$ cat src/rtl/uart_tx.sv
// Buffered 8N1 UART transmitter: valid/ready byte intake into a small FIFO,
// serialized LSB-first with back-to-back frames when the FIFO has more work.
module uart_tx #(
  parameter int CLKS_PER_BIT = 28,
  parameter int FIFO_DEPTH   = 4
) (
  input  logic                        i_clk,
  input  logic                        i_rst,
  input  logic [7:0]                  i_data,
  input  logic                        i_valid,
  output logic                        o_ready,
  output logic                        o_tx,
  output logic                        o_busy,
  output logic [$clog2(FIFO_DEPTH):0] o_count
);
  localparam int PW = $clog2(FIFO_DEPTH);
  localparam int CW = PW + 1;
  localparam int BW = (CLKS_PER_BIT > 1) ? $clog2(CLKS_PER_BIT) : 1;
  localparam logic [CW-1:0] FULL      = CW'(FIFO_DEPTH);
  localparam logic [BW-1:0] BAUD_LAST = BW'(CLKS_PER_BIT - 1);

  typedef enum logic [1:0] {IDLE, START, DATA, STOP} state_t;

  state_t        state;
  logic [7:0]    mem [FIFO_DEPTH];
  logic [PW-1:0] wptr, rptr;
  logic [BW-1:0] baud;
  logic [2:0]    idx;
  logic [9:0]    shreg;
  logic          push, pop, bit_end, count_nz, frame_next;
  logic [CW-1:0] count_next;

  assign o_ready  = !i_rst && (o_count != FULL);
  assign push     = i_valid && o_ready;
  assign count_nz = (o_count != '0);
  assign bit_end  = (baud == BAUD_LAST);
  // Pops happen from IDLE, or on the last stop-bit cycle so frames abut with no gap
  assign pop      = count_nz && ((state == IDLE) || (state == STOP && bit_end));
  assign frame_next = pop || !((state == IDLE) || (state == STOP && bit_end));

  always_comb begin
    count_next = o_count;
    if (push && !pop)      count_next = o_count + 1'b1;
    else if (pop && !push) count_next = o_count - 1'b1;
  end

  always_ff @(posedge i_clk) begin
    if (push) mem[wptr] <= i_data;
  end

  always_ff @(posedge i_clk) begin
    if (i_rst) begin
      state   <= IDLE;
      o_tx    <= 1'b1;
      o_busy  <= 1'b0;
      o_count <= '0;
      wptr    <= '0;
      rptr    <= '0;
      baud    <= '0;
      idx     <= '0;
      shreg   <= '1;
    end else begin
      o_count <= count_next;
      o_busy  <= frame_next || (count_next != '0);
      if (push) wptr <= wptr + 1'b1;
      if (pop) begin
        rptr  <= rptr + 1'b1;
        shreg <= {1'b1, mem[rptr], 1'b0};
      end
      baud <= bit_end ? '0 : baud + 1'b1;
      case (state)
        IDLE: begin
          baud <= '0;
          if (pop) begin
            state <= START;
            o_tx  <= 1'b0;
          end else begin
            o_tx  <= 1'b1;
          end
        end
        START: begin
          if (bit_end) begin
            state <= DATA;
            idx   <= '0;
            shreg <= {1'b1, shreg[9:1]};
            o_tx  <= shreg[1];
          end
        end
        DATA: begin
          if (bit_end) begin
            shreg <= {1'b1, shreg[9:1]};
            o_tx  <= shreg[1];
            idx   <= idx + 1'b1;
            if (idx == 3'd7) state <= STOP;
          end
        end
        STOP: begin
          if (bit_end) begin
            if (pop) begin
              state <= START;
              o_tx  <= 1'b0;
            end else begin
              state <= IDLE;
              o_tx  <= 1'b1;
            end
          end
        end
        default: state <= IDLE;
      endcase
    end
  end
endmodule

$ cat config.mk
export PLATFORM = sky130hd
export DESIGN_NAME = uart_tx
export DESIGN_NICKNAME = d
export VERILOG_FILES = /design/src/rtl/uart_tx.sv
export SDC_FILE = /design/constraint.sdc
export NUM_CORES = 1
export LEC_CHECK = 0
export ABC_AREA = 0
export CAP_MARGIN = 20
export CORE_MARGIN = 1.5
export CORE_UTILIZATION = 60
export CTS_CLUSTER_DIAMETER = 150
export DETAILED_ROUTE_END_ITERATION = 7
export PLACE_DENSITY_LB_ADDON = 0.3
export SKIP_LAST_GASP = 1
export SLEW_MARGIN = 40
export SYNTH_ARGS = -nofsm -noshare
export SYNTH_HDL_FRONTEND = slang
export SYNTH_SLANG_ARGS = --single-unit
$ cat constraint.sdc
create_clock -name i_clk -period 2.92 [get_ports i_clk]
set_input_delay 0.73 -clock i_clk [delete_from_list [all_inputs] [get_ports i_clk]]
set_output_delay 0.73 -clock i_clk [all_outputs]
set_load 0.05 [all_outputs]
* Word-level counts from Yosys, hierarchy flattened *
Memories as Yosys holds them, arrays and structs flattened. A register that Yosys moved wholly into a read port is not among the register bits.
Cells that the tools add are included.

storage, ports and cells
  bits in registers = 29
  output and inout bits = 6
  bits in writable memories = 32
  memories kept = 1

memory list
  memory  depth  width  rd ports  clocked after Yosys merged registers in  wr ports  RTL line  source
  mem     4      8      1         1                                        1         25        logic [7:0] mem [FIFO_DEPTH];

cells by class
  eq/ne operators = 12
  add/subtract/negate cells = 6
  muxes and demuxes = 23
  reductions and logical operators = 22

operator list
  cell                 count
  $mux 10              3
  $mux 2               7
  $mux 3               4
  $ne 2x2->1 const B   5
  $pmux 2 s4           1
  $add 3x1->3 const B  2
  $logic_and 1x1->1    6
  $mux 1               6
  $pmux 3 s2           1
  $reduce_bool 3->1    2
  $add 5x1->5 const B  1
  $eq 5x5->1 const B   1
  $reduce_and 5->1     1
  $add 2x1->2 const B  2
  $eq 2x2->1 const B   2
  $logic_not 1->1      4
  $eq 3x3->1 const B   1
  $logic_or 1x1->1     3
  $ne 3x3->1 const B   1
  $pmux 1 s3           1
  $reduce_and 3->1     1
  $reduce_or 3->1      1
  $sub 3x1->3 const B  1
  $eq 2x1->1 const B   1
  5 further kinds      5

* Logic depth before layout (Yosys ltp) *
  depth in word-level cells = 9
  depth in mapped cells = 8
  gate-level depth less buffers = 7

* Worst setup path after synthesis *
Ideal clock, no wire load.

  path type = reg-to-output
  from = register o_count[1]
  to = output port o_ready
  required time = 2.190 ns
  data arrival time = 1.858 ns
  path slack = 0.332 ns
  stages on the path, launching flop included = 4
  cells stage by stage = dfxtp_1 -> inv_1 -> ha_1 -> a21oi_1

on the way
  word-level cells in the longest chain between the ends = 2

ends and longest elaborated chain
  item                    RTL line  source
  from (decl)             14        output logic [$clog2(FIFO_DEPTH):0] o_count
  from (signal assigned)  63        o_count <= count_next;
  $ne 3x3->1              33        assign o_ready = !i_rst && (o_count != FULL);
  $logic_and 1x1->1       33
  to (decl)               11        output logic o_ready,

Every way passes these cells.

* Worst setup path after layout *
  from = register o_count[0]
  to = output port o_count[0]

No word-level cell between the ends.

==> summary.md <==
• run status: finished, final reports clean
• Critical Path Sink Type: output pin
• crit path max-delay cell type: sky130_fd_sc_hd__clkdlybuf4s50_1
• R2R setup slack: 0.74 ns
• data required time of the critical path: 2.19 ns
• Die Y: 69.4 µm
• buffer type at the clock tree root: sky130_fd_sc_hd__clkbuf_8
• ratio of cells with drive above 1 in the final layout: 12.4%
• Final Routed Wirelength: 4.65 mm
• 1st-pass router iterations: 4
• Synth area leader: sky130_fd_sc_hd__edfxtp_1
• number of global-route vias before repair: 1,667
• startpoint kind of the worst setup timing path: flip-flop
• routed length per placed instance: 16.0 µm
• number of synthesized register bits: 62
• Antenna Violating Nets Remaining: 0
• count of input and output buffers: 16
• commonest register cell after synthesis: sky130_fd_sc_hd__edfxtp_1
• most frequent cells after synthesis: sky130_fd_sc_hd__edfxtp_1, sky130_fd_sc_hd__dfxtp_1, sky130_fd_sc_hd__nand2_1
• final weighted congestion of routability-driven global placement: 0.843
• initial standard-cell utilization of the core: 64.3%
• diodes inserted: 0
• start-to-end type of the worst setup path: flip-flop to output pin
• Leak Pwr: 1.13 nW
• total negative setup slack: 0 ns
• clock network latency to the later pin of the worst-skew pair: 0.34 ns
• Finished Cell Area: 3040 µm²
• worst reg2reg path depth: 6
• number of instances resized during post-cts repair: 0
• Clock Skew: 0.0112 ns
• depth of the CTS H-tree: 3
• Critical R2R Capture: o_count[2]$_SDFF_PP0_
• total core area: 4120 µm²
• total placed cells including tap cells: 275
• Async S/R FF share, synth: 0%
• pin count of the biggest net entering global routing: 20
• HPWL reported at the end of detailed placement: 3.28 mm
• global routing usage summed across all routing layers: 21.4%
• layout-stage area growth over the synthesis result: 14.8%
• VDD IR max: 0.556 mV
• post-layout instance count excluding filler cells: 291
• worst hold path startpoint: baud[0]$_SDFF_PP0_
• Clock Tree Buf Depth: 2
• Fmax achieved: 0.423 GHz
• number of hold-slack violations in the final timing report: 0
• number of vias after detailed routing: 1,676
• Clk pin slew, worst setup/hold paths: 0.07 ns
• site row count: 23
• I/O pin count: 17
• CTS tree: built
• number of nets in the final layout: 262
• startpoint of the worst-slack reg-to-reg timing path: baud[0]$_SDFF_PP0_
• Critical Path AT: 1.64 ns
• initial antenna violation count: 0
• unrepaired setup endpoints after global routing: false
• initial DRC count: 128
• post-synthesis instance total: 216
• top cell type's share of synthesized area: 36.3%
• floorplan die width: 69.4 µm
• gr ovfl total: 0
• cells along the critical path: clkdlybuf4s50_1
• DRC errors left: 0
• switching power: 0.977 mW
• CTS buffer count: 9
• power density over the cells: 902 nW/µm²
• number of setup violations in the final report: 0
• design internal power: 1.76 mW
• final clock period utilization by the worst path: 81.0%
• placed cell areas: 2850 µm²
• cell area after synthesis: 2650 µm²
• delay-heaviest family, CP: buffers and inverters
• switching fraction of total power: 35.7%
• Least-Margin Pin Slew: 0.576 ns
• synthesized area per cell: 12.3 µm²
• share of power burned in combinational logic: 32.6%
• count of filler cells inserted in the layout: 273
• power share of the clock group: 25.0%
• Max-cap violations: 0
• total number of clock tree sinks: 62
• count of flip-flops with a built-in enable after synthesis: 32
• Hold Crit Depth: 1
• Synthesized Nets: 242
• number of buffer and inverter stages on the critical path: 1
• count of final max-slew check failures: 0
• Via density: 5.76
• worst min-delay path class: flip-flop to flip-flop
• crit path max fanout: 6
• area occupied by registers: 1560 µm²
• dominant cells by area after synthesis: sky130_fd_sc_hd__edfxtp_1, sky130_fd_sc_hd__dfxtp_1, sky130_fd_sc_hd__ha_1
• Max-Slew Margin vs Limit: 61.6%
• area of the die: 4820 µm²
• YS warnings: 0
• first-pass GRT wire length: 7.89 mm
• portion of the post-synthesis area used by sequential elements: 59.0%
• share of power burned in registers: 42.4%
• CP max stage delay: 0.85 ns
• hold bufs inserted after CTS: 0
• post-CTS setup buffer count: 0
• leading cell type by number of instances after synthesis: sky130_fd_sc_hd__edfxtp_1
• number of unique standard cell types used by synthesis: 36
• area taken by multi-input logic gates: 997 µm²
• capture endpoint of the worst hold path: baud[0]$_SDFF_PP0_
• final worst path period need: 2.37 ns
==> power by group through the flow <==
stage	Sequential (mW)	Clock (mW)	Combinational, mW
4_1_cts	1.16	0.691	0.888
3_3_place_gp	1.17	0	0.855
6_report	1.16	0.684	0.894
5_1_grt	1.18	0.738	0.976
3_5_place_dp	1.18	0	0.884
2_1_floorplan	1.22	0	0.618
==> cells by family after synthesis <==
kind of cell	synth area share, %
buffers and inverters	3.31
multiplexers	8.13
XOR/XNOR	2.65
AND/OR/NAND/NOR	12.1
flip-flops	59.0
AO/OA/AOI/OAI	7.75
adder cells (fa/ha/maj)	7.09
==> worst max-delay path by stage <==
stage                          startpoint                  end  slack [ns]  depth (start not counted)
finish              o_count[0]$_SDFF_PP0_           o_count[0]        0.55                          1
global route        o_count[0]$_SDFF_PP0_           o_count[0]        0.50                          1
CTS                 o_count[0]$_SDFF_PP0_           o_count[0]        0.55                          1
detailed placement                  i_rst  mem[3][4]$_DFFE_PP_        0.58                          4
global placement                    i_rst              o_ready        0.59                          3
floorplan           o_count[1]$_SDFF_PP0_              o_ready        0.33                          3
==> cell type report <==
cell class,count,share of cell area (%)
Clock buffer,10,4.53
Clock inverter,6,1.57
Inverter,10,1.24
Multi-Input combinational cell,134,32.8
Sequential cell,62,51.4
Tap cell,50,2.06
Timing Repair Buffer,19,6.35
==> routing by layer <==
layer  vias to the layer above  wire length [µm]  track usage [%]
met1                       789              2150             27.4
li1                        823                 -                -
met3                         8               205             5.23
met4                         0                68             10.2
met5                         -                 0                0
met2                        56              2230             34.3
==> worst reg2reg max path, cell delays in order, from the launching register on <==
cell	delay, ns
sky130_fd_sc_hd__dfxtp_1	0.35
sky130_fd_sc_hd__ha_1	0.23
sky130_fd_sc_hd__and4b_1	0.41
sky130_fd_sc_hd__a21o_1	0.30
sky130_fd_sc_hd__and2_4	0.28
sky130_fd_sc_hd__o22a_1	0.21
sky130_fd_sc_hd__mux2_4	0.30
==> per-stage QoR <==
step	utilization (%)	setup WS, ns	hold slack (ns)	power, mW
after floorplan	-	0.332	0.418	1.84
after global placement	69.3	0.591	0.430	2.03
after detailed placement	69.3	0.582	0.436	2.07
after CTS	73.8	0.546	0.452	2.74
after global routing	73.8	0.500	0.489	2.89
final	73.8	0.554	0.448	2.74
==> sequential cells by signal, indices dropped and copies added, names as in the netlist, 2 cells and up, named ones only <==
name and flops:
wptr 2, state 2, rptr 2, o_count 3
baud 5, mem 32, idx 3, shreg 9
==> cell usage in the layout, fill, tap and decap left out, drive strengths merged, types with 2 or more instances in the layout <==
master / instances
buf: 4
ha: 15
nor3: 8
clkbuf: 10
o31ai: 3
a21o: 2
clkdlybuf4s50: 15
nor2: 18
clkinv: 5
o21ai: 2
nand3: 6
inv: 10
xor2: 3
or3: 2
mux4: 8
and2: 5
a21oi: 6
mux2i: 2
dfxtp: 30
edfxtp: 32
a31oi: 8
nand2: 26
a32oi: 4
xnor2: 5
Note: power is estimated with default switching activity, not from simulation.
